### config.mk
export PLATFORM = sky130hd
export DESIGN_NAME = fc_layer_sched
export DESIGN_NICKNAME = d
export VERILOG_FILES = /design/src/rtl/fc_pkg.sv /design/src/rtl/fc_mac.sv /design/src/rtl/fc_layer_sched.sv
export SDC_FILE = /design/constraint.sdc
export NUM_CORES = 1
export LEC_CHECK = 0
export CAP_MARGIN = 5
export CORE_ASPECT_RATIO = 0.5
export CORE_MARGIN = 10
export CORE_UTILIZATION = 35
export DETAILED_ROUTE_END_ITERATION = 10
export PLACE_DENSITY_LB_ADDON = 0.05
export SYNTH_ARGS = -nofsm -noshare
export SYNTH_HDL_FRONTEND = slang
export SYNTH_SLANG_ARGS = --single-unit
### constraint.sdc
create_clock -name clk -period 5.9 [get_ports clk]
set_input_delay 0.59 -clock clk [delete_from_list [all_inputs] [get_ports clk]]
set_output_delay 0.59 -clock clk [all_outputs]
set_load 0.01 [all_outputs]
### src/rtl/fc_pkg.sv
// fc_pkg: FSM state encoding, default widths and the saturation helper
// shared by the fully-connected layer scheduler and its MAC.
package fc_pkg;
  localparam int DW_DEF = 8;
  localparam int OW_DEF = 16;
  typedef enum logic [2:0] {IDLE, BIAS, MAC, DRAIN, OUT, FIN} state_t;
  function automatic longint sat(input longint v, input int ow);
    longint hi, lo;
    hi = (longint'(1) <<< (ow - 1)) - 1;
    lo = -hi - 1;
    return v > hi ? hi : (v < lo ? lo : v);
  endfunction
endpackage

### src/rtl/fc_mac.sv
// fc_mac: signed multiply-accumulate with bias preload; sum exposes the
// accumulator plus the current product so a result can be captured in the same cycle.
module fc_mac
  import fc_pkg::*;
#(
  parameter int DW = DW_DEF,
  parameter int AW = 2 * DW + 1
) (
  input  logic                 clk,
  input  logic                 rst_n,
  input  logic                 load,
  input  logic                 en,
  input  logic signed [DW-1:0] a,
  input  logic signed [DW-1:0] b,
  input  logic signed [DW-1:0] bias,
  output logic signed [AW-1:0] acc,
  output logic signed [AW-1:0] sum
);
  logic signed [2*DW-1:0] prod;
  assign prod = a * b;
  assign sum  = acc + AW'(prod);
  always_ff @(posedge clk or negedge rst_n)
    if (!rst_n) acc <= '0;
    else if (load) acc <= AW'(bias);
    else if (en) acc <= sum;
endmodule

### src/rtl/fc_layer_sched.sv
// fc_layer_sched: walks N_OUT nodes of a fully-connected layer, streaming
// bias, activations and weights through fc_mac and handing saturated results downstream.
module fc_layer_sched
  import fc_pkg::*;
#(
  parameter int N_IN  = 16,
  parameter int N_OUT = 200,
  parameter int DW    = DW_DEF,
  parameter int OW    = OW_DEF,
  localparam int IAW  = N_IN > 1 ? $clog2(N_IN) : 1,
  localparam int JW   = N_OUT > 1 ? $clog2(N_OUT) : 1,
  localparam int WW   = N_IN * N_OUT > 1 ? $clog2(N_IN * N_OUT) : 1,
  localparam int AW   = 2 * DW + $clog2(N_IN) + 1
) (
  input  logic                 clk,
  input  logic                 rst_n,
  input  logic                 start,
  output logic                 busy,
  output logic                 done,
  output logic [IAW-1:0]       in_addr,
  input  logic signed [DW-1:0] in_data,
  output logic [WW-1:0]        w_addr,
  input  logic signed [DW-1:0] w_data,
  output logic [JW-1:0]        b_addr,
  input  logic signed [DW-1:0] b_data,
  output logic                 rd_en,
  output logic                 out_valid,
  input  logic                 out_ready,
  output logic signed [OW-1:0] out_data,
  output logic [JW-1:0]        out_idx
);
  state_t st;
  logic [JW-1:0] j;
  logic signed [AW-1:0] acc, sum;
  logic load, en;
  // Memory data lags the address by a cycle, so the bias lands in MAC slot 0
  // and the last product arrives in DRAIN.
  assign load = st == MAC && in_addr == '0;
  assign en   = (st == MAC && in_addr != '0) || st == DRAIN;
  fc_mac #(.DW(DW), .AW(AW)) u_mac (
    .clk(clk), .rst_n(rst_n), .load(load), .en(en),
    .a(in_data), .b(w_data), .bias(b_data), .acc(acc), .sum(sum)
  );
  always_ff @(posedge clk or negedge rst_n)
    if (!rst_n) begin
      st <= IDLE;
      j <= '0;
      busy <= 1'b0;
      done <= 1'b0;
      rd_en <= 1'b0;
      in_addr <= '0;
      w_addr <= '0;
      b_addr <= '0;
      out_valid <= 1'b0;
      out_data <= '0;
      out_idx <= '0;
    end else begin
      done <= 1'b0;
      case (st)
        IDLE: if (start) begin
          st <= BIAS;
          j <= '0;
          busy <= 1'b1;
          rd_en <= 1'b1;
          b_addr <= '0;
        end
        BIAS: begin
          st <= MAC;
          in_addr <= '0;
          w_addr <= WW'(int'(j) * N_IN);
        end
        MAC: if (in_addr == IAW'(N_IN - 1)) begin
          st <= DRAIN;
          rd_en <= 1'b0;
        end else begin
          in_addr <= in_addr + 1'b1;
          w_addr <= w_addr + 1'b1;
        end
        DRAIN: begin
          st <= OUT;
          out_valid <= 1'b1;
          out_idx <= j;
          out_data <= OW'(sat(longint'(sum), OW));
        end
        OUT: if (out_ready) begin
          out_valid <= 1'b0;
          if (j == JW'(N_OUT - 1)) begin
            st <= FIN;
            done <= 1'b1;
            busy <= 1'b0;
          end else begin
            st <= BIAS;
            j <= j + 1'b1;
            b_addr <= j + 1'b1;
            rd_en <= 1'b1;
          end
        end
        FIN: st <= IDLE;
        default: st <= IDLE;
      endcase
    end
endmodule
* After elaboration in Yosys (flattened, before gate mapping) *
Cells that the tools add are included.

storage, ports and cells
  flip-flop bits (word level) = 76
  input port bits = 28
  output and inout bits = 52
  word-level logic and storage cells = 77

operators by class
  add/sub/neg operators = 4
  multiply operators = 1
  $lt $le $gt $ge = 2
  equality and inequality tests = 12
  mux-type cells = 30
  reduce and logical (&&, ||, !) cells = 17

operators with widths
  kind                                                                            count
  21-bit two-way mux                                                              2
  16-bit two-way mux                                                              2
  8-bit two-way mux                                                               3
  12-bit case mux with 2 select lines                                             1
  21-bit by 16-bit adder with 21-bit output                                       1
  21-bit by 16-bit > comparator with 1-bit output, second input constant          1
  21-bit by 16-bit less-than comparator with 1-bit output, second input constant  1
  8-bit by 8-bit multiplier with 16-bit output                                    1
  8-bit case mux with 2 select lines                                              1
  3-bit case mux with 5 select lines                                              1
  12-bit by 1-bit adder with 12-bit output, second input constant                 1
  12-bit two-way mux                                                              1
  3-bit two-way mux                                                               4
  1-bit two-way mux                                                               10
  2-bit != test, second input constant                                            5
  8-bit by 1-bit adder with 8-bit output, second input constant                   1
  8-bit equality test, second input constant                                      1
  4-bit case mux with 2 select lines                                              1
  4-bit AND reduction                                                             2
  2-bit nonzero test                                                              4
  3-bit by 2-bit equality test with 1-bit output, second input constant           2
  5-bit AND reduction                                                             1
  4-bit by 1-bit adder with 4-bit output, second input constant                   1
  4-bit equality test, second input constant                                      1
  14 further kinds                                                                17

* Longest topological paths before layout *
Gate-level depths: netlist of run 1.

  depth after elaboration = 5
  depth in mapped cells = 22
  mapped depth without buffers = 20

* Modules after synthesis *
A second synthesis of run 1 with hierarchy kept.

unflattened totals
  cell total of the unflattened synthesis = 772
  area total of the unflattened synthesis = 7384.6 um^2

by module, submodules not included
  module          instances  cells each  area an instance (um^2)  sequential area each (um^2)
  fc_mac          1          467         4621.9                   525.5
  fc_layer_sched  1          305         2762.6                   1376.3

* Worst setup path before layout of run 1 *
OpenSTA, ideal clock, no wires.

  path type = in2reg
  from = input w_data[1]
  to = register out_data[3]
  library setup time = 0.135 ns
  data arrival time = 5.806 ns
  data required time = 5.765 ns
  setup slack = -0.041 ns
  stages on the path = 17
  buffers on the path = 2
  path through = clkbuf_1 -> and2_1 -> fa_1 -> fa_1 -> fa_1 -> fa_1 -> ha_1 -> ha_1 -> a2111oi_2 -> o21ai_1 -> nand4_2 -> nand2_2 -> xnor2_1 -> nand4_1 -> o211ai_2 -> buf_4 -> o311ai_1

on the way
  longest elaborated chain between the ends = 5
  elaborated cells on any way between the ends = 6
  those cells by class = add/sub (1); mul (1); order compare (2); mux (2)

ends and longest elaborated chain
  what                                                     line                  text
  from (decl)                                              fc_layer_sched.sv:23  input logic signed [DW-1:0] w_data,
  8-bit by 8-bit multiplier with 16-bit output *           fc_mac.sv:20          assign prod = a * b;
  21-bit by 16-bit adder with 21-bit output *              fc_mac.sv:21          assign sum = acc + AW'(prod);
  21-bit by 16-bit less-than comparator with 1-bit output  fc_pkg.sv:11          return v > hi ? hi : (v < lo ? lo : v);
  16-bit two-way mux                                       fc_pkg.sv:11
  16-bit two-way mux *                                     fc_pkg.sv:11
  to (signal assigned)                                     fc_layer_sched.sv:83  out_data <= OW'(sat(longint'(sum), OW));
  to (decl)                                                fc_layer_sched.sv:29  output logic signed [OW-1:0] out_data,

Mark *: on every way between the ends. The rest lies on a longest branch, timed or not.
A chain may end at the register's enable or synchronous reset.

* Final worst setup path of run 1 *
  from = input w_data[5]
  to = register out_data[5]

Same word-level chain as after synthesis.

==> flow_summary.toml, run 1 <==
[grt]
grt_pass1_vias = 6372
antenna_found_initial = 0
grt.total_usage = 0.150
grt-ovfl-total = 0
grt_max_degree = 76
grt_pass1_wl_microns = 33900

[finish]
final_cell_mix = "nand2_1, inv_1, buf_4"
final_common_cell = "nand2_1"
drive_gt1_frac = 0.180
fill_cells = 2034
final_core_util = 0.482
syn_to_final_growth_pct = 33.4
num_antenna_cells = 0
nNetsFinal = 1165

[sta]
finClkSkew_ns = 0.0126
maxSlewHeadroom = 0.324
hold_viol_final = 0
fin_crit_ns = 5.70
max_freq_ghz = 0.176
finalSetupViolations = 0
finalCritPeriodShare = 0.965
slew_viol_final = 0
tightest_slew_ns = 1.01

[route]
drt_pass1_iterations = 4
vias = 6083
routed_via_density = 4.79
finalWirelength_microns = 20200
antenna_left = 0
post_drt_wl_per_cell_microns = 15.9
initialDrtViolationCount = 305
post-route-drc-count = 0

[place]
post-dp-hpwl_microns = 16100
gp_congestion = 0.824
io_buffers = 79

[critical_path]
r2r_slack_ns = 0.63
slowest_stage = "fa_1"
arrival_ns = 5.90
endpoint = "out_data[5]$_DFFE_PN0P_"
worstSetupPathType = "input pin to flop"
startpoint = "w_data[5]"
cp_common_cell = "fa_1"
startpoint_type = "input pin"
required_ns = 6.10
r2r_end = "out_data[5]$_DFFE_PN0P_"
critPathBufInv = 7
cp_top_family = "adder cells"
end_kind = "flop"
worstPathMaxFanout = 7
timing.rr.start = "u_mac.acc[6]$_DFFE_PN0P_"
crit_chain = "clkdlybuf4s50_1 -> buf_4 -> and2_1 -> fa_1 -> inv_1 -> fa_1 -> inv_1 -> fa_1 -> fa_1 -> ha_4 -> ha_4 -> buf_4 -> nand2_1 -> nor2_1 -> nor2_1 -> nand2_2 -> buf_4 -> o211ai_4 -> nand4_1 -> o211ai_2 -> clkbuf_16 -> o311ai_1"
worst-r2r-cell-count = 19
critPathMaxStageDelay_ns = 0.60
cp.depth = 22

[die]
io_pins = 80
row_count = 37
start_util = 0.362
coreArea_sq_mm = 0.0208
die_h_microns = 124
dieArea_sq_mm = 0.0281
die_w_microns = 227

[yosys]
async_flop_share = 1.00
mappedNetlistArea_sq_mm = 0.00753
synth_ff_type = "dfrtp_1"
synth_warnings = 0
synth_seq_cells = 76
seq_area_frac_synth = 0.252
synth_edf_count = 0
synth_cells = 818
synth_area_per_cell_sq_um = 9.21
synth_nets = 990
yosysUniqueCellTypes = 59

[run_status]
status = "complete, no violations"

[run]
maxCapViolCount = 0

[cts]
cts_tree = "yes"
cts.htree.levels = 3
cts_sinks = 76
clk_latency_ns = 0.34
clk_pin_slew_worst_paths_ns = 0.08
clockBufferDepth = 2
numCtsBuffers = 9
cts_root_buf = "clkbuf_16"

[worst_hold_path]
hp-class = "flop to flop"
metrics by stage:
| step | std cells | hold slack [ns] | cell area [sq um] | setup WS, ns | setup TNS [ns] |
|---|---|---|---|---|---|
| after global placement | 1239 | 0.371 | 9300 | -0.374 | -6.05 |
| after floorplan | 818 | 0.294 | 7530 | 0.0145 | 0 |
| after CTS | 1255 | 0.00578 | 9650 | 0.0107 | 0 |
| after global routing | 1271 | 0.517 | 10000 | -0.0269 | -0.131 |
| final | 1271 | 0.488 | 10000 | 0.204 | 0 |
| after detailed placement | 1239 | 0.372 | 9300 | -0.401 | -6.22 |
tightest hold or removal path, cell delays in order (launching register included):
cell and delay (ns):
dfrtp_1 0.35, nand2_1 0.05, nand2_1 0.06
state kept, by name, summed over array words and instances, names as in the netlist, 3 cells and up:
name,cells
out_data,16
out_idx,8
u_mac.acc,21
st,3
in_addr,4
w_addr,12
j,8
final cells by class:
class | count | area [sq um] | area share
multi-input combinational | 602 | 5340 | 0.531
sequential | 76 | 1900 | 0.189
timing repair buffer | 191 | 1710 | 0.170
inverter | 113 | 424 | 0.0422
tap | 273 | 342 | 0.0340
clock buffer | 9 | 225 | 0.0224
clock inverter | 7 | 105 | 0.0105
how the worst min path moves through the flow:
stage,endpoint,cells past startpoint,from
final,out_idx[4]$_DFFE_PN0P_,2,out_idx[4]$_DFFE_PN0P_
after global routing,out_idx[1]$_DFFE_PN0P_,2,out_idx[1]$_DFFE_PN0P_
after CTS,out_idx[4]$_DFFE_PN0P_,1,rst_n
after detailed placement,out_idx[4]$_DFFE_PN0P_,1,rst_n
after global placement,out_idx[4]$_DFFE_PN0P_,1,rst_n
after floorplan,busy$_DFFE_PN0P_,0,rst_n
routing by layer:
layer	GRT usage	routed length, microns	up-vias
li1	-	-	3030
met1	0.216	10400	2967
met4	0.0203	57	0
met2	0.233	9010	82
met5	0	0	-
met3	0.0289	745	4
synth_stat cells, types with 13 or more instances:
cell type / n / share of area
nand2_1: 117 / 0.058
inv_1: 112 / 0.056
fa_1: 92 / 0.24
dfrtp_1: 76 / 0.25
ha_1: 52 / 0.086
nor2_1: 50 / 0.025
and2_1: 45 / 0.037
o21ai_0: 36 / 0.024
a21oi_1: 34 / 0.023
clkbuf_1: 25 / 0.012
xnor2_1: 17 / 0.020
nand3_1: 14 / 0.0093
nor3_1: 13 / 0.0086
logic make-up after synthesis:
kind of cell	Yosys count	synth area share
AND/OR/NAND/NOR	280	0.178
AO/OA/AOI/OAI	145	0.129
adder cells (fa/ha/maj)	144	0.331
buffers and inverters	140	0.0704
flip-flops	76	0.252
XOR/XNOR	26	0.0302
multiplexers	7	0.00930
timing repair:
| item | in CTS | in global routing |
|---|---|---|
| buffers inserted | 0 | 13 |
| resized for setup | 8 | 56 |
| gates cloned | 0 | 2 |
| hold buffers | 0 | 1 |
| pin swaps | 1 | 28 |
| hold endpoints to repair | 0 | 1 |
| setup endpoints to repair | 15 | 16 |
Power of run 1 is not shown: default switching activity piles up to over one toggle a cycle in this logic, so the estimate is an artifact.
==> run 2: changes to the inputs <==
- ABC_AREA: unset -> 0
==> results of run 2 <==
No change in the layout: final DEF, timing and power equal those of run 1.
Power of run 2 is left out for the same reason.
